===== src/rtl/memctrl_if.sv =====
// Data-memory handshake bundle between the memory-stage controller (master)
// and the data memory (slave).
interface memctrl_if;
  logic        dmem_req;
  logic        dmem_we;
  logic [31:0] dmem_addr;
  logic [31:0] dmem_wdata;
  logic [31:0] dmem_rdata;
  logic        dmem_ack;

  modport master (output dmem_req, dmem_we, dmem_addr, dmem_wdata,
                  input  dmem_rdata, dmem_ack);
  modport slave  (input  dmem_req, dmem_we, dmem_addr, dmem_wdata,
                  output dmem_rdata, dmem_ack);
endinterface


===== src/rtl/memctrl.sv =====
// Memory-stage controller: IDLE->WAIT->DONE access sequencer with timeout,
// pipeline stall generation and branch/jump PC-source resolution.
module memctrl (
  input  logic              clk,
  input  logic              rst_n,
  input  logic              memwr,
  input  logic              memrd,
  input  logic              bbne,
  input  logic              bbeq,
  input  logic              bblez,
  input  logic              bbgtz,
  input  logic              jump,
  input  logic              zero,
  input  logic              neg,
  input  logic [31:0]       addrin,
  input  logic [31:0]       wdatain,
  memctrl_if.master         dmem,
  output logic [31:0]       rdataout,
  output logic              stall,
  output logic [1:0]        pcsrc,
  output logic              flush,
  output logic              memerr
);

  typedef enum logic [1:0] {S_IDLE = 2'd0, S_WAIT = 2'd1, S_DONE = 2'd2} state_e;

  state_e      state_q;
  logic [3:0]  cnt_q;
  logic        req_q, we_q, err_q;
  logic [31:0] addr_q, wdata_q, rdata_q;

  always_ff @(posedge clk) begin
    if (!rst_n) begin
      state_q <= S_IDLE;
      cnt_q   <= 4'd0;
      req_q   <= 1'b0;
      we_q    <= 1'b0;
      addr_q  <= 32'd0;
      wdata_q <= 32'd0;
      rdata_q <= 32'd0;
      err_q   <= 1'b0;
    end else begin
      case (state_q)
        S_IDLE: if (memrd || memwr) begin
          state_q <= S_WAIT;
          cnt_q   <= 4'd0;
          req_q   <= 1'b1;
          we_q    <= memwr;
          addr_q  <= addrin;
          wdata_q <= wdatain;
        end
        S_WAIT: begin
          // An ack on the final allowed cycle beats the timeout.
          if (dmem.dmem_ack) begin
            state_q <= S_DONE;
            req_q   <= 1'b0;
            we_q    <= 1'b0;
            if (!we_q) rdata_q <= dmem.dmem_rdata;
          end else if (cnt_q == 4'd14) begin
            state_q <= S_DONE;
            cnt_q   <= 4'd15;
            req_q   <= 1'b0;
            we_q    <= 1'b0;
            rdata_q <= 32'd0;
            err_q   <= 1'b1;
          end else begin
            cnt_q <= cnt_q + 4'd1;
          end
        end
        S_DONE:  state_q <= S_IDLE;
        default: state_q <= S_IDLE;
      endcase
    end
  end

  assign dmem.dmem_req   = req_q;
  assign dmem.dmem_we    = we_q;
  assign dmem.dmem_addr  = addr_q;
  assign dmem.dmem_wdata = wdata_q;
  assign rdataout        = rdata_q;
  assign memerr          = err_q;

  // While rst_n is low the combinational outputs behave as in IDLE.
  logic st_idle, st_wait, taken;
  assign st_idle = !rst_n || (state_q == S_IDLE);
  assign st_wait = rst_n && (state_q == S_WAIT);
  assign stall   = (st_idle && (memrd || memwr)) || st_wait;

  assign taken = (bbeq & zero) | (bbne & ~zero) | (bblez & (zero | neg)) |
                 (bbgtz & ~zero & ~neg);

  always_comb begin
    pcsrc = 2'b00;
    flush = 1'b0;
    if (!stall) begin
      if (jump) begin
        pcsrc = 2'b10;
        flush = 1'b1;
      end else if (taken) begin
        pcsrc = 2'b01;
        flush = 1'b1;
      end
    end
  end

endmodule


===== src/flat_wrapper.sv =====
// flat-port wrapper written by rule: the top's interface ports become plain ports
module memctrl_flat 
  (clk, rst_n, memwr, memrd, bbne, bbeq, bblez, bbgtz, jump, zero, neg, addrin, wdatain, rdataout, stall, pcsrc, flush, memerr, dmem_dmem_req, dmem_dmem_we, dmem_dmem_addr, dmem_dmem_wdata, dmem_dmem_rdata, dmem_dmem_ack);
  memctrl_if dmem_i ();
  input  logic clk;
  input  logic rst_n;
  input  logic memwr;
  input  logic memrd;
  input  logic bbne;
  input  logic bbeq;
  input  logic bblez;
  input  logic bbgtz;
  input  logic jump;
  input  logic zero;
  input  logic neg;
  input  logic [31:0] addrin;
  input  logic [31:0] wdatain;
  output logic [31:0] rdataout;
  output logic stall;
  output logic [1:0] pcsrc;
  output logic flush;
  output logic memerr;
  output wire logic [$bits(dmem_i.dmem_req)-1:0] dmem_dmem_req;
  output wire logic [$bits(dmem_i.dmem_we)-1:0] dmem_dmem_we;
  output wire logic [$bits(dmem_i.dmem_addr)-1:0] dmem_dmem_addr;
  output wire logic [$bits(dmem_i.dmem_wdata)-1:0] dmem_dmem_wdata;
  input wire logic [$bits(dmem_i.dmem_rdata)-1:0] dmem_dmem_rdata;
  input wire logic [$bits(dmem_i.dmem_ack)-1:0] dmem_dmem_ack;
  assign dmem_dmem_req = dmem_i.dmem_req;
  assign dmem_dmem_we = dmem_i.dmem_we;
  assign dmem_dmem_addr = dmem_i.dmem_addr;
  assign dmem_dmem_wdata = dmem_i.dmem_wdata;
  assign dmem_i.dmem_rdata = dmem_dmem_rdata;
  assign dmem_i.dmem_ack = dmem_dmem_ack;
  memctrl u_core (.clk(clk), .rst_n(rst_n), .memwr(memwr), .memrd(memrd), .bbne(bbne), .bbeq(bbeq), .bblez(bblez), .bbgtz(bbgtz), .jump(jump), .zero(zero), .neg(neg), .addrin(addrin), .wdatain(wdatain), .dmem(dmem_i), .rdataout(rdataout), .stall(stall), .pcsrc(pcsrc), .flush(flush), .memerr(memerr));
endmodule

===== config.mk =====
export PLATFORM = sky130hd
export DESIGN_NAME = memctrl_flat
export DESIGN_NICKNAME = d
export VERILOG_FILES = /design/src/rtl/memctrl_if.sv /design/src/rtl/memctrl.sv /design/src/flat_wrapper.sv
export SDC_FILE = /design/constraint.sdc
export NUM_CORES = 1
export LEC_CHECK = 0
export BUFFER_PORTS_ARGS = -buffer_cell sky130_fd_sc_hd__buf_2
export CORE_ASPECT_RATIO = 0.9
export CORE_MARGIN = 2
export CORE_UTILIZATION = 40
export CTS_BUF_LIST = sky130_fd_sc_hd__clkbuf_2 sky130_fd_sc_hd__clkbuf_4 sky130_fd_sc_hd__clkbuf_8
export CTS_CLUSTER_DIAMETER = 80
export DETAILED_ROUTE_END_ITERATION = 7
export GPL_TIMING_DRIVEN = 0
export PLACE_DENSITY = 0.82
export SETUP_SLACK_MARGIN = 0.15
export SYNTH_ARGS = -nofsm -noshare
export SYNTH_HDL_FRONTEND = slang
export SYNTH_SLANG_ARGS = --single-unit

===== constraint.sdc =====
create_clock -name clk -period 2 [get_ports clk]
set_input_delay 0.4 -clock clk [delete_from_list [all_inputs] [get_ports clk]]
set_output_delay 0.4 -clock clk [all_outputs]
set_load 0.05 [all_outputs]

Word level (Yosys, flattened, before mapping):

Index checks and enable logic that the tools add are counted.

* flip-flop bits (word level): 105

* reductions and logical operators: 15
* muxes and demuxes: 23
* bitwise logic cells: 12
* $add $sub $neg: 1
* equal/unequal tests: 6

Operators with widths (number)
* $mux W32: 3
* $mux W4: 3
* $reduce_and A3 Y1: 4
* $mux W2: 5
* $mux W1: 8
* $pmux W4 S2: 1
* $and A1 B1 Y1: 5
* $add A4 B1 Y4 const B: 1
* $eq A4 B4 Y1 const B: 1
* $ne A2 B2 Y1 const B: 2
* $or A1 B1 Y1: 4
* $pmux W1 S2: 2
* $pmux W2 S2: 1
* $reduce_and A2 Y1: 2
* $reduce_bool A2 Y1: 2
* $logic_or A1 B1 Y1: 3
* $ne A3 B2 Y1 const B: 1
* $not A1 Y1: 3
* $eq A2 B1 Y1 const B: 1
* $logic_and A1 B1 Y1: 2
* $logic_not A2 Y1: 1
* $ne A2 B1 Y1 const B: 1
* $logic_not A1 Y1: 1

Logic depth before layout (Yosys ltp):

* word-level depth: 8
* gate-level depth with buffers: 6
* gate-level depth less buffers: 5

Worst setup path after synthesis:

OpenSTA, ideal clock, no wires.

* path kind: input-to-output
* start: input memwr
* end: output pcsrc[0]
* data arrival time: 2.378 ns
* setup slack: -0.778 ns
* stages: 4
* cells stage by stage: nor2_1 -> buf_2 -> a22oi_1 -> nor3_1

* longest elaborated chain between the ends: 4

Ends and longest elaborated chain
* start, declared: RTL line flat_wrapper.sv:7 `input logic memwr;`
* $logic_or A1 B1 Y1: RTL line memctrl.sv:87 `assign stall = (st_idle && (memrd || memwr)) || st_wait;`
* $logic_and A1 B1 Y1: RTL line memctrl.sv:87
* $logic_or A1 B1 Y1: RTL line memctrl.sv:87
* named net stall: RTL line flat_wrapper.sv:19 `output logic stall;`
* $mux W2: RTL line memctrl.sv:95 `if (!stall) begin`
* end, declared: RTL line flat_wrapper.sv:20 `output logic [1:0] pcsrc;`

The timed path passes the listed nets, and every way through them passes these cells.

Final worst setup path:

* start: register u_core.state_q[0]
* end: output pcsrc[0]

* longest elaborated chain between the ends: 5
* elaborated cells on any way between the ends: 7

Ends and longest elaborated chain
* start, declared: RTL line memctrl.sv:27 `state_e state_q;`
* start signal, assigned: RTL line memctrl.sv:34 `state_q <= S_IDLE;`
* start signal, assigned: RTL line memctrl.sv:45 `state_q <= S_WAIT;`
* start signal, assigned: RTL line memctrl.sv:55 `state_q <= S_DONE;`
* $logic_not A2 Y1: RTL line memctrl.sv:85 `assign st_idle = !rst_n || (state_q == S_IDLE);`
* $logic_or A1 B1 Y1: RTL line memctrl.sv:85
* $logic_and A1 B1 Y1: RTL line memctrl.sv:87
* $logic_or A1 B1 Y1 (*): RTL line memctrl.sv:87
* $mux W2 (*): RTL line memctrl.sv:95

Mark *: on every way between the ends. The rest lies on a longest branch, timed or not.

==> flow_summary_export.csv <==
group,metric,value,unit
outcome,outcome,"finished clean",
synth,synth.distinct_cells,39,
critical_path,cp.required,1600,ps
routing,drc,0,
power_and_ir_drop,ir_worst_vdd,609,uV
global_routing,grt_antenna_before_repair,0,
synth,synth_edf_count,0,
global_routing,grt_max_degree,17,
critical_path,cp_max_fo,6,
synth,postSynthCellCount,503,
cells_and_area,syn_to_final_growth,35.2,%
critical_path,end_kind,"output pin",
timing,rsz0062_at_grt,"yes",
critical_path,cp-start-kind,"flop",
flow_run,cap_violations,0,
timing,finClkSkew,10.0,ps
power_and_ir_drop,pwr_density_cell,838,nW/um^2
synth,synth-seq-area-share,47.9,%
timing,clock.fmax,0.547,GHz
clocking,cts_tree,"done",
floorplan,io_pins,211,
critical_path,crit_chain,"buf_6, nand2_2, a22oi_2, buf_6, nor3_4, buf_6",
critical_path,crit_slowest_cell,"dfxtp_2",
timing,post-route-period-util,91.5,%
synth,avgSynthCellArea,8.73,sq um
routing,routedWlPerCell,14.9,microns
routing,wl,12.8,mm
floorplan,chipWidth,114,microns
floorplan,rows,36,
timing,finalSetupViolations,0,
clocking,cts-buffers-inserted,9,
timing,period_minus_slack,1830,ps
routing,via_per_inst,5.34,
global_routing,grt_use_total,20.8,%
synth,ys_ff_latch,105,
synth,yosysTopAreaCell,"dfxtp_1",
clocking,cts_sinks,105,
floorplan,die_h,103,microns
synth,ys.flop_type,"dfxtp_1",
cells_and_area,fin_nets,838,
clocking,htree_levels,3,
synth,yosys.area.top_type_share,47.9,%
global_routing,grt_remaining_overflow,0,
min_path,min_from,"dmem_dmem_rdata[0]",
synth,synth_nets,613,
critical_path,startpoint,"u_core.state_q[0]$_SDFFE_PN0P_",
routing,ant_nets,0,
timing,relSlewSlack,59.9,%
cells_and_area,n_antenna_cell,0,
timing,fin_ws,170,ps
timing,slew_viol_final,0,
synth,async_reset_ff_share,0,%
min_path,hp-class,"primary input to flop",
placement,gp_congestion,0.804,
global_routing,grt_pass1_vias,4074,
clocking,insertion_delay,370,ps
cells_and_area,final_common_cell,"buf_2",
critical_path,path_delay_family,"buffers and inverters",
critical_path,cpMostUsedCell,"buf_6",
synth,syn_area,4390,sq um
placement,dpl_worst_slack,66.0,ps
routing,vias,4618,
critical_path,max_stage_delay,340,ps
clocking,cts_root_buf,"clkbuf_8",
timing,timing.setup.tns,0,ps
clocking,clk_pin_slew,100,ps
placement,dp_hpwl,9.35,mm
synth,yosys_warnings,0,
clocking,clockBufferDepth,2,
power_and_ir_drop,total_power,4.97,mW
cells_and_area,mostFrequentLayoutCells,"buf_2 (218), dfxtp_1 (103), a21oi_1 (102), o21ai_0 (67), nand3_1 (66)",
critical_path,worstReg2RegStart,"u_core.state_q[0]$_SDFFE_PN0P_",
cells_and_area,multi_input_area,2030,sq um
timing,holdWs,261,ps
cells_and_area,fin_util,55.2,%
placement,io_buffer_count,210,
floorplan,die_area,11800,sq um
cells_and_area,regArea,2100,sq um
cells_and_area,fill_cells,1030,
critical_path,crit_type,"flop to output pin",
routing,drt_first_iter_violations,246,
timing,worstMarginPinSlew,602,ps
critical_path,critPathBufInv,3,
synth,synth_area_leaders,"dfxtp_1 (48%), a21oi_1 (12%), o211ai_2 (8.5%)",
critical_path,cp.arrival,1430,ps
floorplan,start_util,40.8,%
cells_and_area,drive_gt1_share,40.4,%
power_and_ir_drop,leakagePower,2.61,nW
floorplan,core-area,10800,sq um
routing,dr.pass1.iters,4,
timing,finalHoldViolCount,0,
global_routing,grt_pass1_wl,19.7,mm
-- where the power goes --
part / switching, mW / total [mW] / leakage (nW) / internal (mW)
clock network: 0.725 / 1.33 / 0.0981 / 0.605
logic: 0.954 / 1.34 / 1.65 / 0.386
registers: 0.0721 / 2.30 / 0.862 / 2.23
-- area by class of cell --
cell class,instances,share of cell area [%]
Sequential cell,105,35.4
Multi-Input combinational cell,338,34.2
Timing Repair Buffer,214,18.7
Buffer,56,5.31
Tap cell,133,2.80
Clock buffer,10,2.32
Clock inverter,5,0.948
Inverter,4,0.253
-- routing by layer --
layer / share of wire [%] / routed length [microns] / global-route usage [%] / vias up
met4: 1.3 / 164 / 5.25 / 0
li1: - / - / - / 2263
met1: 43 / 5590 / 26.2 / 2139
met2: 47 / 6020 / 34.7 / 198
met3: 8.4 / 1080 / 6.93 / 18
met5: 0 / 0 / 0 / -
-- registers in the layout, summed over array words and instances, names as in the netlist --
name                    count
u_core.rdataout            32
u_core.memerr               1
u_core.dmem.dmem_req        1
u_core.cnt_q                4
u_core.dmem.dmem_we         1
u_core.dmem.dmem_addr      32
u_core.dmem.dmem_wdata     32
u_core.state_q              2
-- metrics by stage --
stage	area, sq um	std cells
2_1_floorplan	4450	503
3_3_place_gp	5670	846
3_5_place_dp	5670	846
4_1_cts	5920	863
5_1_grt	5940	865
6_report	5940	865
-- kinds of logic (layout without fill, tap and decap cells) --
group                    Yosys count  in the layout  share of synthesized area [%]
adder cells (fa/ha/maj)            2              2                          0.570
buffers and inverters             60            289                           7.29
flip-flops                       105            105                           47.9
AO/OA/AOI/OAI                    213            213                           30.3
AND/OR/NAND/NOR                  122            122                           13.7
multiplexers                       1              1                          0.256
-- Yosys cell counts, types with 4 or more instances --
| library cell | count |
|---|---|
| nand2_1 | 34 |
| buf_2 | 13 |
| o211ai_2 | 30 |
| o21ai_0 | 67 |
| clkbuf_1 | 33 |
| nand3_1 | 66 |
| buf_4 | 4 |
| nor2_1 | 6 |
| dfxtp_1 | 105 |
| a21oi_1 | 103 |
-- tightest hold or removal path, delay by kind of cell --
| kind | cells | cell delay [ps] |
|---|---|---|
| and+or+nand+nor | 1 | 40 |
| buffers and inverters | 1 | 90 |
| AOI/OAI and AO/OA | 1 | 50 |
-- final timing paths --
path | cells after the start | endpoint | slack, ps
worst min register to register | 2 | u_core.rdataout[26]$_SDFFE_PN0P_ | 470
worst max register to register | 5 | u_core.cnt_q[3]$_SDFFE_PN0P_ | 320
worst max-delay path | 6 | pcsrc[0] | 170
worst min-delay path | 3 | u_core.rdataout[0]$_SDFFE_PN0P_ | 260
-- timing repair --
item | CTS | global route
hold buffers | 0 | 0
setup buffers | 2 | 2
pin swaps | 3 | 2
setup endpoints to repair | 4 | 4
gates resized for setup | 12 | 1
Note: power is estimated with default switching activity, not from simulation.
